<file path="config.mk">
export PLATFORM = sky130hd
export DESIGN_NAME = iterative_divider
export DESIGN_NICKNAME = d
export VERILOG_FILES = /design/src/rtl/iterative_divider.sv
export SDC_FILE = /design/constraint.sdc
export NUM_CORES = 1
export LEC_CHECK = 0
export CAP_MARGIN = 30
export CORE_UTILIZATION = 45
export DETAILED_ROUTE_END_ITERATION = 6
export PLACE_DENSITY = 0.67
export REMOVE_ABC_BUFFERS = 1
export SYNTH_ARGS = -nofsm -noshare
export SYNTH_HDL_FRONTEND = slang
export SYNTH_SLANG_ARGS = --single-unit
</file>
<file path="constraint.sdc">
create_clock -name clk_i -period 4.9 [get_ports clk_i]
set_clock_uncertainty 0.15 [all_clocks]
set_input_delay 0.735 -clock clk_i [delete_from_list [all_inputs] [get_ports clk_i]]
set_output_delay 0.735 -clock clk_i [all_outputs]
set_load 0.02 [all_outputs]
</file>
<file path="src/rtl/iterative_divider.sv">
// RV32M divide/remainder unit: restoring shift-subtract, one quotient bit per
// clock, 32 iterations plus one sign-correction cycle, single-cycle completion pulse.
module iterative_divider (
  input  logic        clk_i,
  input  logic        rst_i,
  input  logic        opcode_valid_i,
  input  logic [31:0] opcode_opcode_i,
  input  logic [31:0] opcode_ra_operand_i,
  input  logic [31:0] opcode_rb_operand_i,
  input  logic        flush_i,
  output logic        busy_o,
  output logic        writeback_valid_o,
  output logic [31:0] writeback_value_o
);

  typedef enum logic {
    ST_IDLE = 1'b0,
    ST_BUSY = 1'b1
  } state_e;

  state_e      state_q, state_d;
  logic [5:0]  count_q, count_d;
  logic [31:0] divisor_q, divisor_d;
  logic [31:0] quotient_q, quotient_d;
  logic [31:0] remainder_q, remainder_d;
  logic        neg_quot_q, neg_quot_d;
  logic        neg_rem_q, neg_rem_d;
  logic        rem_sel_q, rem_sel_d;
  logic        wb_valid_q, wb_valid_d;
  logic [31:0] wb_value_q, wb_value_d;

  logic        is_div_s;
  logic        is_signed_s;
  logic        accept_s;
  logic [31:0] mag_a_s;
  logic [31:0] mag_b_s;
  logic [32:0] shifted_s;
  logic [32:0] diff_s;
  logic        ge_s;
  logic [31:0] quot_fix_s;
  logic [31:0] rem_fix_s;

  assign is_div_s    = (opcode_opcode_i[6:0] == 7'b0110011) &&
                       (opcode_opcode_i[31:25] == 7'b0000001) &&
                       opcode_opcode_i[14];
  assign is_signed_s = ~opcode_opcode_i[12];
  assign accept_s    = opcode_valid_i && is_div_s && !flush_i && (state_q == ST_IDLE);

  // Magnitude of 0x80000000 is 2^31 as an unsigned value, which negation yields naturally.
  assign mag_a_s = (is_signed_s && opcode_ra_operand_i[31]) ? (32'd0 - opcode_ra_operand_i)
                                                            : opcode_ra_operand_i;
  assign mag_b_s = (is_signed_s && opcode_rb_operand_i[31]) ? (32'd0 - opcode_rb_operand_i)
                                                            : opcode_rb_operand_i;

  // The dividend is shifted out of quotient_q MSB first while quotient bits fill from the LSB.
  assign shifted_s  = {remainder_q, quotient_q[31]};
  assign ge_s       = (shifted_s >= {1'b0, divisor_q});
  assign diff_s     = shifted_s - {1'b0, divisor_q};
  assign quot_fix_s = neg_quot_q ? (32'd0 - quotient_q) : quotient_q;
  assign rem_fix_s  = neg_rem_q ? (32'd0 - remainder_q) : remainder_q;

  always_comb begin
    state_d     = state_q;
    count_d     = count_q;
    divisor_d   = divisor_q;
    quotient_d  = quotient_q;
    remainder_d = remainder_q;
    neg_quot_d  = neg_quot_q;
    neg_rem_d   = neg_rem_q;
    rem_sel_d   = rem_sel_q;
    wb_valid_d  = 1'b0;
    wb_value_d  = wb_value_q;

    case (state_q)
      ST_IDLE: begin
        if (accept_s) begin
          state_d     = ST_BUSY;
          count_d     = 6'd0;
          divisor_d   = mag_b_s;
          quotient_d  = mag_a_s;
          remainder_d = 32'd0;
          neg_quot_d  = is_signed_s && (opcode_ra_operand_i[31] ^ opcode_rb_operand_i[31]) &&
                        (opcode_rb_operand_i != 32'd0);
          neg_rem_d   = is_signed_s && opcode_ra_operand_i[31];
          rem_sel_d   = opcode_opcode_i[13];
        end else begin
          state_d = ST_IDLE;
        end
      end
      ST_BUSY: begin
        if (flush_i) begin
          state_d = ST_IDLE;
          count_d = 6'd0;
        end else if (count_q == 6'd32) begin
          state_d    = ST_IDLE;
          count_d    = 6'd0;
          wb_valid_d = 1'b1;
          wb_value_d = rem_sel_q ? rem_fix_s : quot_fix_s;
        end else begin
          count_d     = count_q + 6'd1;
          quotient_d  = {quotient_q[30:0], ge_s};
          remainder_d = ge_s ? diff_s[31:0] : shifted_s[31:0];
        end
      end
      default: begin
        state_d = ST_IDLE;
      end
    endcase
  end

  always_ff @(posedge clk_i or posedge rst_i) begin
    if (rst_i) begin
      state_q     <= ST_IDLE;
      count_q     <= 6'd0;
      divisor_q   <= 32'd0;
      quotient_q  <= 32'd0;
      remainder_q <= 32'd0;
      neg_quot_q  <= 1'b0;
      neg_rem_q   <= 1'b0;
      rem_sel_q   <= 1'b0;
      wb_valid_q  <= 1'b0;
      wb_value_q  <= 32'd0;
    end else begin
      state_q     <= state_d;
      count_q     <= count_d;
      divisor_q   <= divisor_d;
      quotient_q  <= quotient_d;
      remainder_q <= remainder_d;
      neg_quot_q  <= neg_quot_d;
      neg_rem_q   <= neg_rem_d;
      rem_sel_q   <= rem_sel_d;
      wb_valid_q  <= wb_valid_d;
      wb_value_q  <= wb_value_d;
    end
  end

  assign busy_o            = (state_q == ST_BUSY);
  assign writeback_valid_o = wb_valid_q;
  assign writeback_value_o = wb_value_q;

endmodule

</file>
==> results.cfg <==
[synthesis]
synth_fa_ha_area_share_pct = 4.88
synth_flop_cell = dfrtp_1
yosysTopAreaCell = dfrtp_1
syn_area_per_cell_um2 = 7.96
synth.area.mux_share_pct = 1.41
synth-simple-area-share_pct = 18.5
synth_top_family_by_area = compound AO/OA/AOI/OAI gates
ys_seq_area_share_pct = 34.3
synth-xor-area-share_pct = 12.0
synth_compound_gate_area_share_pct = 24.3
ys_warn_count = 0
async_flop_share_pct = 100
yosysMostFrequentCell = o21ai_0
yosysUniqueCellTypes = 62
synth.top_cell.area_share_pct = 34.3
synth_cells = 1275
synth_area_um2 = 10100
synthTopCellsByCount = o21ai_0 (192), nand2_1 (173), dfrtp_1 (139)
synth_area_leaders = dfrtp_1 (34%), o21ai_0 (9.5%), xor2_1 (6.8%)
synth_edf_count = 0
synth-seq-cells = 139

[sta]
setup_viol = 0
final_min_period_over_clock_period_pct = 76.2
hold_viol = 0
worst_pin_slew_ns = 0.985
holdWs_ns = 0.329
max_freq_ghz = 0.268
rsz0062_at_grt = no
slew_violations = 0
fin_crit_ns = 3.73
fin_ws_ns = 1.17
maxSlewHeadroom_pct = 34.2

[route]
firstDrtPassIters = 7
final_antenna_net_count = 0
routed_wl_um = 26300
drc = 7
viasPerCell = 5.65
vias = 9322
drtIter0Drc = 549
avgRoutedWirePerCell_um = 15.9

[critical_path]
crit_type = register to register
cp.arrival_ns = 3.87
worst_setup_path_start_kind = register
critPathRequiredTime_ns = 5.04
crit_fanout = 45
endpoint_kind = register

[cells_and_area]
finalInstanceArea_um2 = 12200
drive_gt1_share_pct = 4.89
stdcell_count = 1649
antenna_cells = 0
final_nets = 1495
syn2layout_area_growth_pct = 19.8
postLayoutCoreUtil_pct = 55.4

[place]
hpwl_um = 19200
place_area_um2 = 11500
dp.cells = 1617
port-buffer-count = 118
pre_cts_slack_ns = 0.937
place.gp.congestion = 0.891

[clocking]
cts_hold_buf = 0
post_cts_buffers = 0
cts_resized = 0
cts_max_path_buffers = 2
clockRootBuffer = clkbuf_16
htreeDepth = 4
clock-sinks = 139
path_clk_slew_ns = 0.06
clk_latency_ns = 0.43
cts_buffers = 17
cts_tree = done

[grt]
track_usage_pct = 23.4
grt_max_degree = 95
grt-ovfl-total = 0
antenna_found_initial = 0
grt_pass1_wl_um = 44100
grt_pass1_vias = 8910

[die]
die_w_um = 152
fp.dieH_um = 152
ios = 134
core_area_um2 = 22000
start_util_pct = 46.2
rows = 54
fp.dieArea_um2 = 23200

[power_and_ir_drop]
ir_drop_mv = 0.189
pwr_density_cell_nw_per_um2 = 227
p_leak_nw = 5.02

[worst_hold_path]
min_path_type = register to register

[run_status]
status = complete, but fails checks
violations = DRC

[run]
drv_cap = 0
metrics by stage:
step                TNS (ns)  total power, mW
finish                     0             2.76
global route               0             2.85
CTS                        0             2.78
detailed placement         0             1.40
global placement           0             1.39
floorplan              -1.76             1.28
per-layer routing:
layer | share of wire [%] | global-route usage, % | vias up
li1 | - | - | 4657
met1 | 46 | 30.7 | 4425
met2 | 47 | 38.8 | 190
met3 | 3.9 | 3.81 | 50
met4 | 2.6 | 8.31 | 0
met5 | 0 | 0 | -
report_power, final:
| part | switching (mW) | internal (mW) | leakage, nW |
|---|---|---|---|
| sequential | 0.000543 | 1.15 | 1.92 |
| clock | 0.535 | 0.851 | 0.299 |
| combinational | 0.111 | 0.112 | 2.81 |
| total | 0.647 | 2.11 | 5.02 |
critical path, cell delays in order (launching register included):
cell	delay, ns
dfrtp_1	0.48
ha_1	0.42
a21oi_1	0.22
o21ai_0	0.12
a221oi_1	0.46
nand3b_1	0.17
o211ai_1	0.27
a211oi_4	0.31
buf_4	0.45
nand2b_1	0.36
o21ai_0	0.16
logic make-up (layout without fill, tap and decap cells):
group / after synthesis / after routing
AO/OA/AOI/OAI: 420 / 420
XOR/XNOR: 139 / 139
adder cells (fa/ha/maj): 39 / 39
buffers and inverters: 125 / 219
flip-flops: 139 / 139
multiplexers: 14 / 14
AND/OR/NAND/NOR: 399 / 399
worst paths after layout:
| path | start | end | slack (ns) | cells after the start |
|---|---|---|---|---|
| max | remainder_q[11] | remainder_q[27] | 1.17 | 10 |
| min | divisor_q[18] | divisor_q[18] | 0.33 | 2 |
| max reg2reg | remainder_q[11] | remainder_q[27] | 1.17 | 10 |
| min reg2reg | divisor_q[18] | divisor_q[18] | 0.33 | 2 |
| max in group asynchronous | rst_i | quotient_q[29] | 3.15 | 3 |
| min in group asynchronous | rst_i | divisor_q[3] | 0.69 | 2 |
cell type report:
cell class                      count  area, um2
Timing Repair Buffer              129       1280
Sequential cell                   139       3480
Clock inverter                     15        198
Tap cell                          280        350
Clock buffer                       17        425
Fill cell                        2034       9800
Inverter                           58        223
Multi-Input combinational cell   1011       6210
placed cells by master, fill, tap and decap left out, types with 6 or more instances in the layout:
master / synthesis / final
o21ai_0: 192 / 192
nand2_1: 173 / 173
dfrtp_1: 139 / 138
a21oi_1: 119 / 119
clkdlybuf4s50_1: 0 / 118
nor2_1: 81 / 81
xor2_1: 79 / 79
xnor2_1: 60 / 60
inv_1: 58 / 57
ha_1: 38 / 38
nand3_1: 23 / 23
o31ai_1: 23 / 23
or3_1: 20 / 20
clkbuf_16: 0 / 17
nor4_1: 15 / 15
nor3_1: 13 / 13
mux2i_1: 12 / 12
nand2b_1: 13 / 12
a21o_1: 10 / 10
and3_1: 10 / 10
o41ai_1: 10 / 10
or4_1: 10 / 10
buf_4: 0 / 10
o221ai_1: 9 / 9
nor2b_1: 7 / 7
a31oi_1: 7 / 7
nand4_1: 7 / 7
o211ai_1: 6 / 6
state kept, by name, summed over array words and instances (netlist names):
register and count:
neg_quot_q 1, writeback_value_o 32, rem_sel_q 1, divisor_q 32, count_q 6, quotient_q 32
neg_rem_q 1, writeback_valid_o 1, busy_o 1, remainder_q 32
No activity file was read; power rests on OpenSTA's default activity.
